## config.mk

```make
export PLATFORM = sky130hd
export DESIGN_NAME = ws281x_chain_drv_flat
export DESIGN_NICKNAME = d
export VERILOG_FILES = /design/src/rtl/ws281x_chain_drv_if.sv /design/src/rtl/ws281x_chain_drv.sv /design/src/flat_wrapper.sv
export SDC_FILE = /design/constraint.sdc
export NUM_CORES = 1
export LEC_CHECK = 0
export ABC_CLOCK_PERIOD_IN_PS = 3100
export BUFFER_PORTS_ARGS = -buffer_cell sky130_fd_sc_hd__buf_2
export CAP_MARGIN = 20
export CELL_PAD_IN_SITES_DETAIL_PLACEMENT = 1
export CELL_PAD_IN_SITES_GLOBAL_PLACEMENT = 2
export CORE_MARGIN = 5
export CORE_UTILIZATION = 40
export CTS_CLUSTER_DIAMETER = 120
export DETAILED_ROUTE_END_ITERATION = 16
export PLACE_DENSITY_LB_ADDON = 0.1
export SLEW_MARGIN = 20
export SYNTH_ARGS = -nofsm -noshare
export SYNTH_HDL_FRONTEND = slang
export SYNTH_SLANG_ARGS = --single-unit
```

## constraint.sdc

```tcl
create_clock -name clk_i -period 3.1 [get_ports clk_i]
set_clock_uncertainty 0.15 [all_clocks]
set_input_delay 0.31 -clock clk_i [delete_from_list [all_inputs] [get_ports clk_i]]
set_output_delay 0.31 -clock clk_i [all_outputs]
set_load 0.02 [all_outputs]
```

## src/rtl/ws281x_chain_drv_if.sv

```systemverilog
// ----------------------------------------------------------------------------
// ws281x_chain_drv_if
// Bus bundle for the WS281x chain driver: frame-buffer write port, frame
// control inputs and status/serial outputs.
//   wr_en_i   : write one colour entry this cycle
//   wr_addr_i : LED index to write (width $clog2(NumLeds), minimum 1)
//   wr_data_i : colour {G[7:0], R[7:0], B[7:0]}
//   go_i      : start-frame pulse
//   auto_i    : auto-refresh mode
//   busy_o    : frame or latch in progress
//   done_o    : one-cycle pulse on the last latch cycle
//   dout_o    : serial line to the first LED
// Modports: master drives the controls, slave is the driver itself.
// ----------------------------------------------------------------------------
interface ws281x_chain_drv_if #(
  parameter int NumLeds = 8
) ();
  localparam int AddrW = (NumLeds > 1) ? $clog2(NumLeds) : 1;

  logic             wr_en_i;
  logic [AddrW-1:0] wr_addr_i;
  logic [23:0]      wr_data_i;
  logic             go_i;
  logic             auto_i;
  logic             busy_o;
  logic             done_o;
  logic             dout_o;

  modport master (
    output wr_en_i, wr_addr_i, wr_data_i, go_i, auto_i,
    input  busy_o, done_o, dout_o
  );

  modport slave (
    input  wr_en_i, wr_addr_i, wr_data_i, go_i, auto_i,
    output busy_o, done_o, dout_o
  );
endinterface

```

## src/rtl/ws281x_chain_drv.sv

```systemverilog
// ----------------------------------------------------------------------------
// ws281x_chain_drv
// Drives a daisy chain of WS281x LEDs from an internal NumLeds x 24-bit frame
// buffer. Each frame sends every LED's GRB word MSB-first, then holds the
// line low for LatchCycles so the LEDs latch.
// Ports:
//   clk_i : clock, rising edge
//   rst_i : synchronous active-high reset
//   bus   : ws281x_chain_drv_if.slave (write port, go/auto, busy/done/dout)
//
// state | meaning
// ------+----------------------------------------------------------
// IDLE  | waiting for go_i; line low, led_idx held at 0
// LOAD  | one cycle; copy buffer[led_idx] into the shift register
// SEND  | serialise 24 bits, BitCycles per bit
// LATCH | line low for LatchCycles; done_o on the last cycle
// ----------------------------------------------------------------------------
module ws281x_chain_drv #(
  parameter int NumLeds     = 8,
  parameter int BitCycles   = 30,
  parameter int T0HCycles   = 10,
  parameter int T1HCycles   = 20,
  parameter int LatchCycles = 2000,
  parameter int InvertOut   = 1
) (
  input  logic                    clk_i,
  input  logic                    rst_i,
  ws281x_chain_drv_if.slave       bus
);

  localparam int AddrW  = (NumLeds > 1) ? $clog2(NumLeds) : 1;
  localparam int CntMax = (LatchCycles > BitCycles) ? LatchCycles : BitCycles;
  localparam int CntW   = (CntMax > 1) ? $clog2(CntMax) : 1;

  localparam logic [CntW-1:0]  BitLast    = CntW'(BitCycles - 1);
  localparam logic [CntW-1:0]  LatchLast  = CntW'(LatchCycles - 1);
  localparam logic [CntW-1:0]  T0High     = CntW'(T0HCycles);
  localparam logic [CntW-1:0]  T1High     = CntW'(T1HCycles);
  localparam logic [AddrW-1:0] LastLed    = AddrW'(NumLeds - 1);
  localparam logic [AddrW:0]   NumLedsExt = (AddrW + 1)'(NumLeds);
  localparam logic             InvBit     = (InvertOut != 0);

  typedef enum logic [1:0] {
    S_IDLE,
    S_LOAD,
    S_SEND,
    S_LATCH
  } state_t;

  state_t           r_state;
  state_t           w_state_nxt;

  logic [23:0]      r_fbuf [NumLeds];
  logic [23:0]      r_shift;
  logic [4:0]       r_bit_cnt;
  logic [CntW-1:0]  r_cnt;
  logic [AddrW-1:0] r_led_idx;
  logic             r_pending;
  logic             r_dout;

  logic             w_line;
  logic             w_busy;
  logic             w_done;
  logic             w_bit_end;
  logic             w_wr_ok;

  assign w_bit_end = (r_cnt == BitLast);
  // Indices past the end of the chain are dropped, not aliased.
  assign w_wr_ok   = bus.wr_en_i && ({1'b0, bus.wr_addr_i} < NumLedsExt);

  always_ff @(posedge clk_i) begin
    if (rst_i) begin
      r_state <= S_IDLE;
    end else begin
      r_state <= w_state_nxt;
    end
  end

  always_comb begin
    w_state_nxt = r_state;
    w_line      = 1'b0;
    w_busy      = (r_state != S_IDLE);
    w_done      = 1'b0;
    unique case (r_state)
      S_IDLE: begin
        if (bus.go_i) w_state_nxt = S_LOAD;
      end
      S_LOAD: begin
        w_state_nxt = S_SEND;
      end
      S_SEND: begin
        w_line = r_shift[23] ? (r_cnt < T1High) : (r_cnt < T0High);
        if (w_bit_end && (r_bit_cnt == 5'd0)) begin
          w_state_nxt = (r_led_idx == LastLed) ? S_LATCH : S_LOAD;
        end
      end
      S_LATCH: begin
        if (r_cnt == LatchLast) begin
          w_done = 1'b1;
          // A go_i landing on this very cycle is honoured as if already pending.
          w_state_nxt = (r_pending || bus.go_i || bus.auto_i) ? S_LOAD : S_IDLE;
        end
      end
      default: w_state_nxt = S_IDLE;
    endcase
  end

  always_ff @(posedge clk_i) begin
    if (rst_i) begin
      for (int i = 0; i < NumLeds; i++) r_fbuf[i] <= 24'h000000;
      r_shift   <= 24'h000000;
      r_bit_cnt <= 5'd0;
      r_cnt     <= '0;
      r_led_idx <= '0;
      r_pending <= 1'b0;
      r_dout    <= InvBit;
    end else begin
      r_dout <= w_line ^ InvBit;

      if (w_wr_ok) r_fbuf[bus.wr_addr_i] <= bus.wr_data_i;

      if ((r_state == S_LATCH) && (w_state_nxt == S_LOAD)) begin
        r_pending <= 1'b0;
      end else if (bus.go_i && (r_state != S_IDLE)) begin
        r_pending <= 1'b1;
      end

      unique case (r_state)
        S_IDLE: begin
          r_led_idx <= '0;
          r_cnt     <= '0;
        end
        S_LOAD: begin
          // Reads the pre-edge buffer, so a same-cycle write is seen next frame.
          r_shift   <= r_fbuf[r_led_idx];
          r_bit_cnt <= 5'd23;
          r_cnt     <= '0;
        end
        S_SEND: begin
          if (w_bit_end) begin
            r_cnt     <= '0;
            r_shift   <= {r_shift[22:0], 1'b0};
            r_bit_cnt <= r_bit_cnt - 5'd1;
            if ((r_bit_cnt == 5'd0) && (w_state_nxt == S_LOAD)) begin
              r_led_idx <= r_led_idx + 1'b1;
            end
          end else begin
            r_cnt <= r_cnt + 1'b1;
          end
        end
        S_LATCH: begin
          if (r_cnt == LatchLast) begin
            r_cnt     <= '0;
            r_led_idx <= '0;
          end else begin
            r_cnt <= r_cnt + 1'b1;
          end
        end
        default: begin
          r_cnt <= '0;
        end
      endcase
    end
  end

  assign bus.busy_o = w_busy;
  assign bus.done_o = w_done;
  assign bus.dout_o = r_dout;

endmodule

```

## src/flat_wrapper.sv

```systemverilog
// flat-port wrapper written by rule: the top's interface ports become plain ports
module ws281x_chain_drv_flat 
#(
  parameter int NumLeds     = 8,
  parameter int BitCycles   = 30,
  parameter int T0HCycles   = 10,
  parameter int T1HCycles   = 20,
  parameter int LatchCycles = 2000,
  parameter int InvertOut   = 1
)
  (clk_i, rst_i, bus_wr_en_i, bus_wr_addr_i, bus_wr_data_i, bus_go_i, bus_auto_i, bus_busy_o, bus_done_o, bus_dout_o);
  ws281x_chain_drv_if #(.NumLeds(NumLeds)) bus_i ();
  input  logic clk_i;
  input  logic rst_i;
  input wire logic [$bits(bus_i.wr_en_i)-1:0] bus_wr_en_i;
  input wire logic [$bits(bus_i.wr_addr_i)-1:0] bus_wr_addr_i;
  input wire logic [$bits(bus_i.wr_data_i)-1:0] bus_wr_data_i;
  input wire logic [$bits(bus_i.go_i)-1:0] bus_go_i;
  input wire logic [$bits(bus_i.auto_i)-1:0] bus_auto_i;
  output wire logic [$bits(bus_i.busy_o)-1:0] bus_busy_o;
  output wire logic [$bits(bus_i.done_o)-1:0] bus_done_o;
  output wire logic [$bits(bus_i.dout_o)-1:0] bus_dout_o;
  assign bus_i.wr_en_i = bus_wr_en_i;
  assign bus_i.wr_addr_i = bus_wr_addr_i;
  assign bus_i.wr_data_i = bus_wr_data_i;
  assign bus_i.go_i = bus_go_i;
  assign bus_i.auto_i = bus_auto_i;
  assign bus_busy_o = bus_i.busy_o;
  assign bus_done_o = bus_i.done_o;
  assign bus_dout_o = bus_i.dout_o;
  ws281x_chain_drv #(.NumLeds(NumLeds), .BitCycles(BitCycles), .T0HCycles(T0HCycles), .T1HCycles(T1HCycles), .LatchCycles(LatchCycles), .InvertOut(InvertOut)) u_core (.clk_i(clk_i), .rst_i(rst_i), .bus(bus_i));
endmodule
```

==> results.rst <==
.. list-table::
   :header-rows: 1

   * - Metric
     - Value
   * - Outcome
     - finished clean
   * - VDD IR max
     - 0.481 mV
   * - Die area
     - 30,700 sq um
   * - Final nets
     - 969
   * - Half-perimeter wire length of the detailed placement result
     - 18,500 um
   * - Number of rows in the core area
     - 60
   * - Number of endpoints failing setup at the final stage
     - 0
   * - Register bit total from synthesis
     - 242
   * - Most common cell after layout, fill and taps aside
     - and2_1
   * - Gate count after technology mapping
     - 866
   * - Sum of negative setup slack
     - 0 ns
   * - Worst hold slack across all endpoints
     - 0.0392 ns
   * - Detailed-route DRC error count
     - 0
   * - Buffers & Inverters on Critical Path
     - 0
   * - Die width
     - 175 um
   * - Post-Syn Area per Cell
     - 12.6 sq um
   * - Post-DR vias/cell
     - 5.51
   * - Final weighted congestion in routability-driven placement
     - 0.745
   * - Highest achievable clock rate
     - 386 MHz
   * - Initial drt markers
     - 409
   * - Highest-delay cell along the critical path
     - o21ai_1
   * - Maximum level of the CTS H-tree
     - 1
   * - Synthesis-to-layout area growth
     - 16.8%
   * - Pins Over Slew Limit
     - 0
   * - Clock sink count
     - 242
   * - Critical path, cell by cell
     - or4_4 > or3_1 > o21ai_1 > nor2_1
   * - Maximum fanout count along the critical path
     - 11
   * - Simple-gate portion of the synthesized area
     - 0.170
   * - Number of CTS-inserted buffers
     - 28
   * - Number of optimization iterations in the first detailed-route pass
     - 5
   * - Skew-Pair Late Insertion Delay
     - 0.55 ns
   * - Crit path capture type
     - flip-flop
   * - Post-placement worst setup slack
     - 0.478 ns
   * - Element type at the critical path start
     - flip-flop
   * - Boundary Pins
     - 35
   * - Most frequent cells in the layout
     - 193 x and2_1, 192 x edfxtp_1, 92 x mux2i_1
   * - Detail Route Antenna Nets
     - 0
   * - Mapped cell area
     - 10,900 sq um
   * - Total global routing track utilization
     - 0.195
   * - Clock root buffer master
     - clkbuf_16
   * - Routed len/inst
     - 23.2 um
   * - Measured slew at the worst slew-check pin
     - 0.849 ns
   * - Clock tree from TritonCTS
     - yes
   * - Netlist cell types
     - 47
   * - Top Family by Delay on Critical Path
     - simple AND/OR/NAND/NOR gates
   * - Share of synthesized cell area in full adder, half adder and majority cells
     - 0.00689
   * - Number of hold buffers added after CTS
     - 22
   * - Core region area
     - 26,900 sq um
   * - Final routed wirelength across all metal layers
     - 29,900 um
   * - Worst slew margin relative to its limit
     - 0.430
   * - Vias in the first global route
     - 7,482
   * - First-pass GRT wire length
     - 45,700 um
   * - Initial antenna violation count
     - 1
   * - Seq/Total Area, Yosys
     - 0.621
   * - Slowest cell delay on critical path
     - 0.71 ns
   * - Largest net degree at the start of global routing
     - 50
   * - Type of the setup path with the least slack
     - flip-flop to flip-flop
   * - Fraction of final layout cells with drive strength greater than 1
     - 0.134
   * - PD cells
     - 574 nW/um^2
   * - Crit path setup slack, layout
     - 0.507 ns
   * - Combinational family with the most area after synthesis
     - simple AND/OR/NAND/NOR gates
   * - Net count after synthesis
     - 904
   * - Register clock-pin slew on the reported worst setup and hold paths
     - 0.06 ns
   * - Min-delay src
     - bus_wr_data_i[15]
   * - Register-to-register path setup slack
     - 0.51 ns
   * - Launch point of the worst reg-to-reg path
     - u_core.r_cnt[7]$_SDFF_PP0_
   * - Shortest clock period the worst path allows after layout
     - 2.59 ns
   * - RSZ-0062 raised after global routing
     - false
   * - Mux share of post-synthesis cell area
     - 0.0896
   * - FFs w/ async S/R, synth
     - 0
   * - Number of antenna diodes
     - 0
   * - Count of flip-flops with a built-in enable after synthesis
     - 192
   * - Routed vias
     - 7,104
   * - Leakage
     - 4.37 nW
   * - Postcts setup bufs
     - 0
   * - Count of port buffers added during placement
     - 34
   * - Die Height
     - 175 um
   * - Yosys warning count
     - 0
   * - Maximum buffer depth of the clock tree
     - 3
   * - Worst setup startpoint
     - u_core.r_cnt[7]$_SDFF_PP0_
   * - Complex-gate fraction of the synthesized area
     - 0.0827
   * - XOR/XNOR share of the synthesized area
     - 0.00884
   * - Final-layout fill cell count
     - 2,771
   * - Ys flop type
     - edfxtp_1
   * - Total congestion overflow
     - 0
   * - Data arrival at the endpoint of the critical path
     - 2.83 ns
   * - # resized after CTS
     - 0
   * - Required time of the critical path
     - 3.33 ns
   * - Final Hold Vio Count
     - 0
   * - Number of maximum-capacitance constraint violations
     - 0
   * - Post-route clock period utilization
     - 0.837
   * - Hold WC Path Type
     - primary input to flip-flop
   * - Effective utilization at floorplan
     - 0.406
==> cell families (layout without fill, tap and decap cells) <==
family	Yosys count	after routing
buf+inv	59	142
flops	242	242
fa+ha+maj	6	6
compound gates	134	134
mux	95	95
simple gates	319	319
xor+xnor	11	11
==> cell type report <==
class | instances | area (sq um) | share of cell area
sequential | 242 | 6770 | 0.531
clock inverter | 13 | 97.6 | 0.00766
inverter | 5 | 18.8 | 0.00147
multi-input combinational | 565 | 3930 | 0.309
clock buffer | 35 | 757 | 0.0594
timing repair buffer | 89 | 738 | 0.0580
tap | 341 | 427 | 0.0335
==> worst paths after layout <==
path / end / cells past startpoint
worst min-delay path: u_core.r_fbuf[6][15]$_SDFFCE_PN0P_ / 2
worst max-delay path: u_core.r_cnt[10]$_SDFF_PP0_ / 4
worst min register to register: u_core.r_shift[5]$_SDFFE_PP0P_ / 2
worst max register to register: u_core.r_cnt[10]$_SDFF_PP0_ / 4
==> flip-flops by register name (all words and copies together) (netlist names), named ones only <==
name and cells:
u_core.r_bit_cnt 5, u_core.r_state 2, u_core.r_cnt 11, u_core.r_pending 1, u_core.r_led_idx 3, u_core.bus.dout_o 1, u_core.r_shift 24, u_core.r_fbuf 192
==> worst register-to-register path: cells and delay by family, from the launching register on <==
kind	cells	cell delay, ns
AO/OA/AOI/OAI	1	0.71
flip-flops	1	0.36
AND/OR/NAND/NOR	3	1.23
==> metrics by stage <==
step | area [sq um] | util | cells | total power [mW]
floorplan | 10900 | - | 866 | 4.06
finish | 12700 | 0.474 | 1290 | 7.31
global route | 12700 | 0.474 | 1290 | 7.59
CTS | 12700 | 0.474 | 1290 | 7.40
detailed placement | 11700 | 0.434 | 1220 | 4.30
global placement | 11700 | 0.434 | 1220 | 4.27
==> synth_stat cells (all sizes together) (3+ instances only) <==
library cell  instances  area share
and4                  3      0.0024
nand3                16      0.0073
or2                  10      0.0057
a21oi                50       0.023
xor2                  6      0.0048
inv                   5      0.0017
a311oi                4      0.0032
clkbuf               42       0.014
mux2i                92       0.084
o21ai                 7      0.0042
nor2                 49       0.017
ha                    6      0.0069
and2                193        0.11
nand2b                6      0.0034
a2bb2oi              17       0.014
a211oi                3      0.0021
xnor2                 5      0.0040
a22oi                44       0.030
edfxtp              192        0.53
nand2                15      0.0052
dfxtp                50       0.092
buf                  12      0.0055
nor3                 10      0.0046
nand3b                4      0.0028
nor2b                 4      0.0023
==> power by group <==
group | switching, mW | internal [mW]
Sequential | 0.0684 | 3.69
Clock | 1.27 | 1.79
Combinational | 0.303 | 0.180
==> layer usage <==
metal | share of wire | GRT usage | routed length (um)
met4 | 0.018 | 0.0376 | 523
met5 | 0.00044 | 0 | 13
met3 | 0.032 | 0.0229 | 952
met2 | 0.50 | 0.344 | 15000
met1 | 0.45 | 0.262 | 13400
No activity file was read; power rests on OpenSTA's default activity.
